`config.mk`:
```
export PLATFORM = sky130hd
export DESIGN_NAME = uart_board_loader
export DESIGN_NICKNAME = d
export VERILOG_FILES = /design/src/rtl/uart_board_loader.sv
export SDC_FILE = /design/constraint.sdc
export NUM_CORES = 1
export LEC_CHECK = 0
export CORE_ASPECT_RATIO = 0.9
export CORE_MARGIN = 1.5
export CORE_UTILIZATION = 59
export DETAILED_ROUTE_END_ITERATION = 8
export GPL_ROUTABILITY_DRIVEN = 0
export PLACE_DENSITY = 0.9
export SYNTH_ARGS = -nofsm -noshare
export SYNTH_HDL_FRONTEND = slang
export SYNTH_SLANG_ARGS = --single-unit
```
`constraint.sdc`:
```
create_clock -name clk -period 7.1 [get_ports clk]
set_clock_uncertainty 0.1 [all_clocks]
set_input_delay 1.42 -clock clk [delete_from_list [all_inputs] [get_ports clk]]
set_output_delay 1.42 -clock clk [all_outputs]
set_load 0.005 [all_outputs]
```
`src/rtl/uart_board_loader.sv`:
```
// uart_board_loader: parses one Sudoku frame from the UART rx stream,
// writes digit cells to the board RAM and answers with ACK or NAK.
module uart_board_loader #(
   parameter int          CELLS          = 81,
   parameter logic [7:0]  START_BYTE     = 8'h53,
   parameter logic [7:0]  ACK_BYTE       = 8'h4B,
   parameter logic [7:0]  NAK_BYTE       = 8'h4E,
   parameter int          TIMEOUT_CYCLES = 50_000_000
) (
   input  logic       clk,
   input  logic       reset,
   input  logic [7:0] rx_data,
   input  logic       rx_error,
   input  logic       rx_valid,
   output logic       rx_ready,
   output logic [7:0] tx_data,
   output logic       tx_error,
   output logic       tx_valid,
   input  logic       tx_ready,
   output logic       cell_we,
   output logic [6:0] cell_addr,
   output logic [3:0] cell_value,
   output logic       board_loaded,
   output logic       busy
);

   localparam int TW = (TIMEOUT_CYCLES > 2) ? $clog2(TIMEOUT_CYCLES) : 1;
   localparam logic [TW-1:0] T_LAST = TW'(TIMEOUT_CYCLES - 1);
   localparam logic [6:0]    I_LAST = 7'(CELLS - 1);

   typedef enum logic [1:0] {
      S_IDLE,
      S_RECV,
      S_SEND
   } state_t;

   state_t        state_q;
   logic [6:0]    idx_q;
   logic [TW-1:0] tmr_q;
   logic          we_q;
   logic [6:0]    addr_q;
   logic [3:0]    val_q;
   logic          loaded_q;
   logic          txv_q;
   logic [7:0]    txd_q;

   logic accept;
   logic is_digit;

   // Handshake and byte classification.
   assign rx_ready = !reset && (state_q != S_SEND);
   assign accept   = rx_valid && rx_ready;
   assign is_digit = (rx_data >= 8'h30) && (rx_data <= 8'h39);

   assign tx_data      = txd_q;
   assign tx_valid     = txv_q;
   assign tx_error     = 1'b0;
   assign cell_we      = we_q;
   assign cell_addr    = addr_q;
   assign cell_value   = val_q;
   assign board_loaded = loaded_q;
   assign busy         = (state_q != S_IDLE);

   // Frame FSM: idle hunt for start, cell receive with timeout, response.
   always_ff @(posedge clk or posedge reset) begin
      if (reset) begin
         state_q  <= S_IDLE;
         idx_q    <= '0;
         tmr_q    <= '0;
         we_q     <= 1'b0;
         addr_q   <= '0;
         val_q    <= '0;
         loaded_q <= 1'b0;
         txv_q    <= 1'b0;
         txd_q    <= '0;
      end else begin
         we_q     <= 1'b0;
         loaded_q <= 1'b0;
         unique case (state_q)
            S_IDLE: begin
               if (accept && !rx_error && rx_data == START_BYTE) begin
                  state_q <= S_RECV;
                  idx_q   <= '0;
                  tmr_q   <= '0;
               end
            end
            S_RECV: begin
               if (accept) begin
                  if (rx_error || !is_digit) begin
                     state_q <= S_SEND;
                     txv_q   <= 1'b1;
                     txd_q   <= NAK_BYTE;
                  end else begin
                     we_q   <= 1'b1;
                     addr_q <= idx_q;
                     val_q  <= rx_data[3:0];
                     idx_q  <= idx_q + 7'd1;
                     tmr_q  <= '0;
                     if (idx_q == I_LAST) begin
                        loaded_q <= 1'b1;
                        state_q  <= S_SEND;
                        txv_q    <= 1'b1;
                        txd_q    <= ACK_BYTE;
                     end
                  end
               end else if (tmr_q == T_LAST) begin
                  state_q <= S_SEND;
                  txv_q   <= 1'b1;
                  txd_q   <= NAK_BYTE;
               end else begin
                  tmr_q <= tmr_q + 1'b1;
               end
            end
            S_SEND: begin
               if (tx_ready) begin
                  txv_q   <= 1'b0;
                  state_q <= S_IDLE;
               end
            end
            default: state_q <= S_IDLE;
         endcase
      end
   end

endmodule

```
Word-level counts from Yosys, hierarchy flattened
Cells that the tools add are included.

cells by class
  add/sub/neg operators = 2
  order comparisons = 2
  equality and inequality tests = 15
  multiplexer cells = 33
  bitwise gates (word level) = 1
  reduce and logical (&&, ||, !) cells = 20

operators with widths
  cell                                                                number
  two-way mux 26 bit                                                  4
  case mux 26 bit (2 select lines)                                    1
  two-way mux 8 bit                                                   4
  adder 26 x 1 -> 26 bit (second input constant)                      1
  equality test 26 bit (second input constant)                        1
  two-way mux 7 bit                                                   3
  AND reduction 4 bit                                                 4
  case mux 7 bit (2 select lines)                                     1
  two-way mux 1 bit                                                   12
  two-way mux 2 bit                                                   6
  != test 2 bit (second input constant)                               5
  != test 3 bit (second input constant)                               3
  equality test 8 x 7 -> 1 bit (second input constant)                1
  greater-or-equal comparator 8 x 6 -> 1 bit (second input constant)  1
  <= comparator 8 x 6 -> 1 bit (second input constant)                1
  nonzero test 2 bit                                                  4
  adder 7 x 1 -> 7 bit (second input constant)                        1
  equality test 7 bit (second input constant)                         1
  case mux 2 bit (3 select lines)                                     1
  AND reduction 3 bit                                                 2
  logical AND 1 bit                                                   5
  != test 4 bit (second input constant)                               1
  zero test 1 bit                                                     3
  != test 3 x 1 -> 1 bit (second input constant)                      1
  6 further kinds                                                     6

word-level totals
  register bits after elaboration = 57
  input port bits = 13
  word-level logic and storage cells = 82

Longest topological paths before layout
  depth after elaboration = 7
  depth in mapped cells = 10
  depth with buffers taken out = 8

Worst setup path before layout
No wires, ideal clock.

  kind = input -> register
  start = input port reset
  end = register tmr_q[9]
  library setup time = 79 ps
  arrival time = 3090 ps
  data required time = 6921 ps
  slack = 3831 ps
  stages = 7
  cells stage by stage = or3b_1 -> buf_2 -> nor4_4 -> nor3_2 -> buf_6 -> or4_1 -> a21oi_1

between the ends
  cells in the longest elaborated chain, start to end = 7

ends and longest elaborated chain
  item                             RTL line  text
  from (decl)                      11        input logic reset,
  zero test 1 bit (no line) *      --
  logical AND 1 bit *              51        assign rx_ready = !reset && (state_q != S_SEND);
  logical AND 1 bit *              52        assign accept = rx_valid && rx_ready;
  logical AND 1 bit (2 in series)  81        if (accept && !rx_error && rx_data == START_BYTE) begin
  != test 2 bit (no line)          --
  AND reduction 4 bit (no line)    --
  to (signal assigned)             111       tmr_q <= tmr_q + 1'b1;
  to (decl)                        39        logic [TW-1:0] tmr_q;

Mark *: on every way between the ends. The rest lies on a longest branch, timed or not.
A chain may end at the register's enable or synchronous reset.

Worst setup path in the final report
  start = input port reset
  end = output port rx_ready

between the ends
  cells in the longest elaborated chain, start to end = 2

ends and longest elaborated chain
  item                       RTL line  text
  zero test 1 bit (no line)  --
  logical AND 1 bit          51
  to (decl)                  15        output logic rx_ready,

Every way passes these cells.

==> flow_summary.toml <==
[clocking]
clk_latency_ps = 320
cts_buffer_depth = 2
htree_levels = 2
hold_buffers = 0
cts_buffers = 5
root_buffer = "clkbuf_8"
clock-sinks = 52
ctsResizeCount = 0
cts_setup_buffers = 0
clkSlewWorstSetupHoldPaths_ps = 90
cts_tree = "built"

[cells_and_area]
final_cell_mix = "dfrtp_1 (52), clkdlybuf4s50_1 (33), o31ai_1 (25)"
mostFrequentLayoutCell = "dfrtp_1"
drive_above_1_share_pct = 7.53
fin_cells = 397
postLayoutCellArea_um2 = 3350
multiInputGateArea_um2 = 1460
nNetsFinal = 350
regArea_um2 = 1300
filler_cell_count = 325
n_antenna_cell = 0
areaGrowthSynthToFinish_pct = 15.5

[synth]
synthFlopType = "dfrtp_1"
synthDistinctLibCells = 55
yosys_warnings = 0
netlist_instances = 305
syn_area_um2 = 2900
synth_edf_count = 0
ys_ff_latch = 52
ys_async_sr_fraction_pct = 100
syn_avg_cell_area_um2 = 9.51
ys_seq_area_share_pct = 44.9

[global_routing]
overflow = 0
grt_pass1_vias = 2470
grt_pass1_wl_um = 11500
grt_start_max_net_pins = 53
grt_usage_pct = 26.9
antenna_found_initial = 0

[route]
vias = 2563
wl_um = 6840
first_pass_iters = 5
drt_iter0_markers = 258
remaining_drc_errors = 0
vias_per_cell = 6.46
ant_nets = 0
wl_per_cell_um = 17.2

[placed_design]
place_area_um2 = 3240
port-buffer-count = 33
dp_hpwl_um = 4880
dp.cells = 389

[die]
die_w_um = 76.9
start_util_pct = 60.7
rows = 24
core_area_um2 = 4770
dieArea_um2 = 5340
io-pin-count = 38
dieHeight_um = 69.5

[setup_path]
crit_top_cell = "clkdlybuf4s50_1"
start_kind = "input pin"
worstPathRequired_ps = 5580
critPathMaxStageDelay_ps = 500
crit_family = "buffers and inverters"
cp-end-kind = "output pin"
crit_fanout = 4
arrival_ps = 2500
critPathKind = "input pin to output pin"
critPathSlowestCell = "clkdlybuf4s50_1"
critPathBufInv = 2
crit_chain = "clkdlybuf4s50_1, nor2_1, clkdlybuf4s50_1"

[timing]
finalSetupViolations = 0
worstMarginPinSlew_ps = 1250
timing.setup.tns_ps = 0
slew_headroom_pct = 15.9
rsz0062_at_grt = "false"
hold_slack_ps = 387
slew_violations = 0
min_period_ps = 4020
timing.final.hold_violations = 0
period_share_pct = 56.6
max_freq_mhz = 249

[power_and_ir_drop]
leakagePower_nw = 1.37
power_uw = 683
peakVddDrop_mv = 0.125
cellPowerDensity_nw_per_um2 = 204

[status]
status = "finished clean"

[job]
drv_cap = 0

[worst_hold_path]
hold_class = "flip-flop to flip-flop"
==> flip-flops by register name (all words and copies together), names as in the netlist <==
| signal | cells |
|---|---|
| tmr_q | 26 |
| cell_addr | 7 |
| idx_q | 7 |
| cell_value | 4 |
| tx_data | 3 |
| state_q | 2 |
| board_loaded | 1 |
| cell_we | 1 |
| tx_valid | 1 |
==> synthesized netlist by cell type, drive strengths merged, types with 3 or more instances <==
cell type,n,area [um^2]
o31ai,25,188
nor3,7,40.0
nand4,12,75.1
nand2,20,75.1
o21a,5,37.5
or4,11,82.6
o21ai,17,85.1
nor3b,4,30.0
buf,10,68.8
dfrtp,52,1300
nand3,18,90.1
nor2,15,56.3
a21oi,15,75.1
mux2,8,90.1
or3,5,31.3
nand2b,4,25.0
and3,9,56.3
a211oi,3,27.5
clkbuf,9,33.8
ha,6,75.1
inv,15,56.3
==> through the flow <==
stage,util (%),setup slack (ps)
2_1_floorplan,-,3830
3_3_place_gp,67.9,3090
3_5_place_dp,67.9,3080
4_1_cts,70.1,3080
5_1_grt,70.1,3020
6_report,70.1,3080
==> path summary, 6_finish.rpt <==
| check | startpoint | endpoint | slack, ps | cells past startpoint |
|---|---|---|---|---|
| worst max register to register | state_q[0]$_DFFE_PP0P_ | cell_addr[5]$_DFFE_PP0P_ | 4280 | 7 |
| max in group asynchronous | reset | cell_addr[1]$_DFFE_PP0P_ | 4580 | 2 |
| worst max-delay path | reset | rx_ready | 3080 | 3 |
| worst min-delay path | cell_addr[4]$_DFFE_PP0P_ | cell_addr[4]$_DFFE_PP0P_ | 390 | 2 |
| min in group asynchronous | reset | board_loaded$_DFF_PP0_ | 1640 | 2 |
| worst min register to register | cell_addr[4]$_DFFE_PP0P_ | cell_addr[4]$_DFFE_PP0P_ | 390 | 2 |
==> where the power goes <==
group | internal, mW | total (mW) | switching [mW] | leakage (nW)
sequential | 0.318 | 0.336 | 0.0189 | 0.703
clock | 0.105 | 0.204 | 0.0990 | 0.0552
combinational | 0.0715 | 0.142 | 0.0709 | 0.611
total | 0.494 | 0.683 | 0.189 | 1.37
==> worst min-delay path: cells and delay by family (launching register included) <==
family             cells  cell delay [ps]
AOI/OAI and AO/OA      1               60
and+or+nand+nor        1               50
DFF                    1              350
==> cell families after synthesis <==
kind of cell / synth area share [%]
muxes: 3.11
other: 0.129
AOI/OAI and AO/OA: 19.3
buffers and inverters: 5.48
DFF: 44.9
and+or+nand+nor: 23.6
xor gates and xnor gates: 0.907
adders and majority gates: 2.59
==> area by class of cell <==
cell class | instances | area share, %
clock buffers | 6 | 2.17
clock inverters | 2 | 1.05
inverters | 15 | 1.68
multi-input cells | 222 | 43.5
flip-flops and latches | 52 | 38.9
well taps | 65 | 2.43
repair buffers | 35 | 10.3
==> metal layers <==
| layer | track usage [%] | share of wire [%] | vias to the layer above |
|---|---|---|---|
| met4 | 10.5 | 1.9 | 0 |
| met2 | 42.8 | 49 | 109 |
| met3 | 5.00 | 6.3 | 19 |
| li1 | - | - | 1194 |
| met5 | 0 | 0 | - |
| met1 | 36.6 | 43 | 1241 |
No activity file was read; power rests on OpenSTA's default activity.
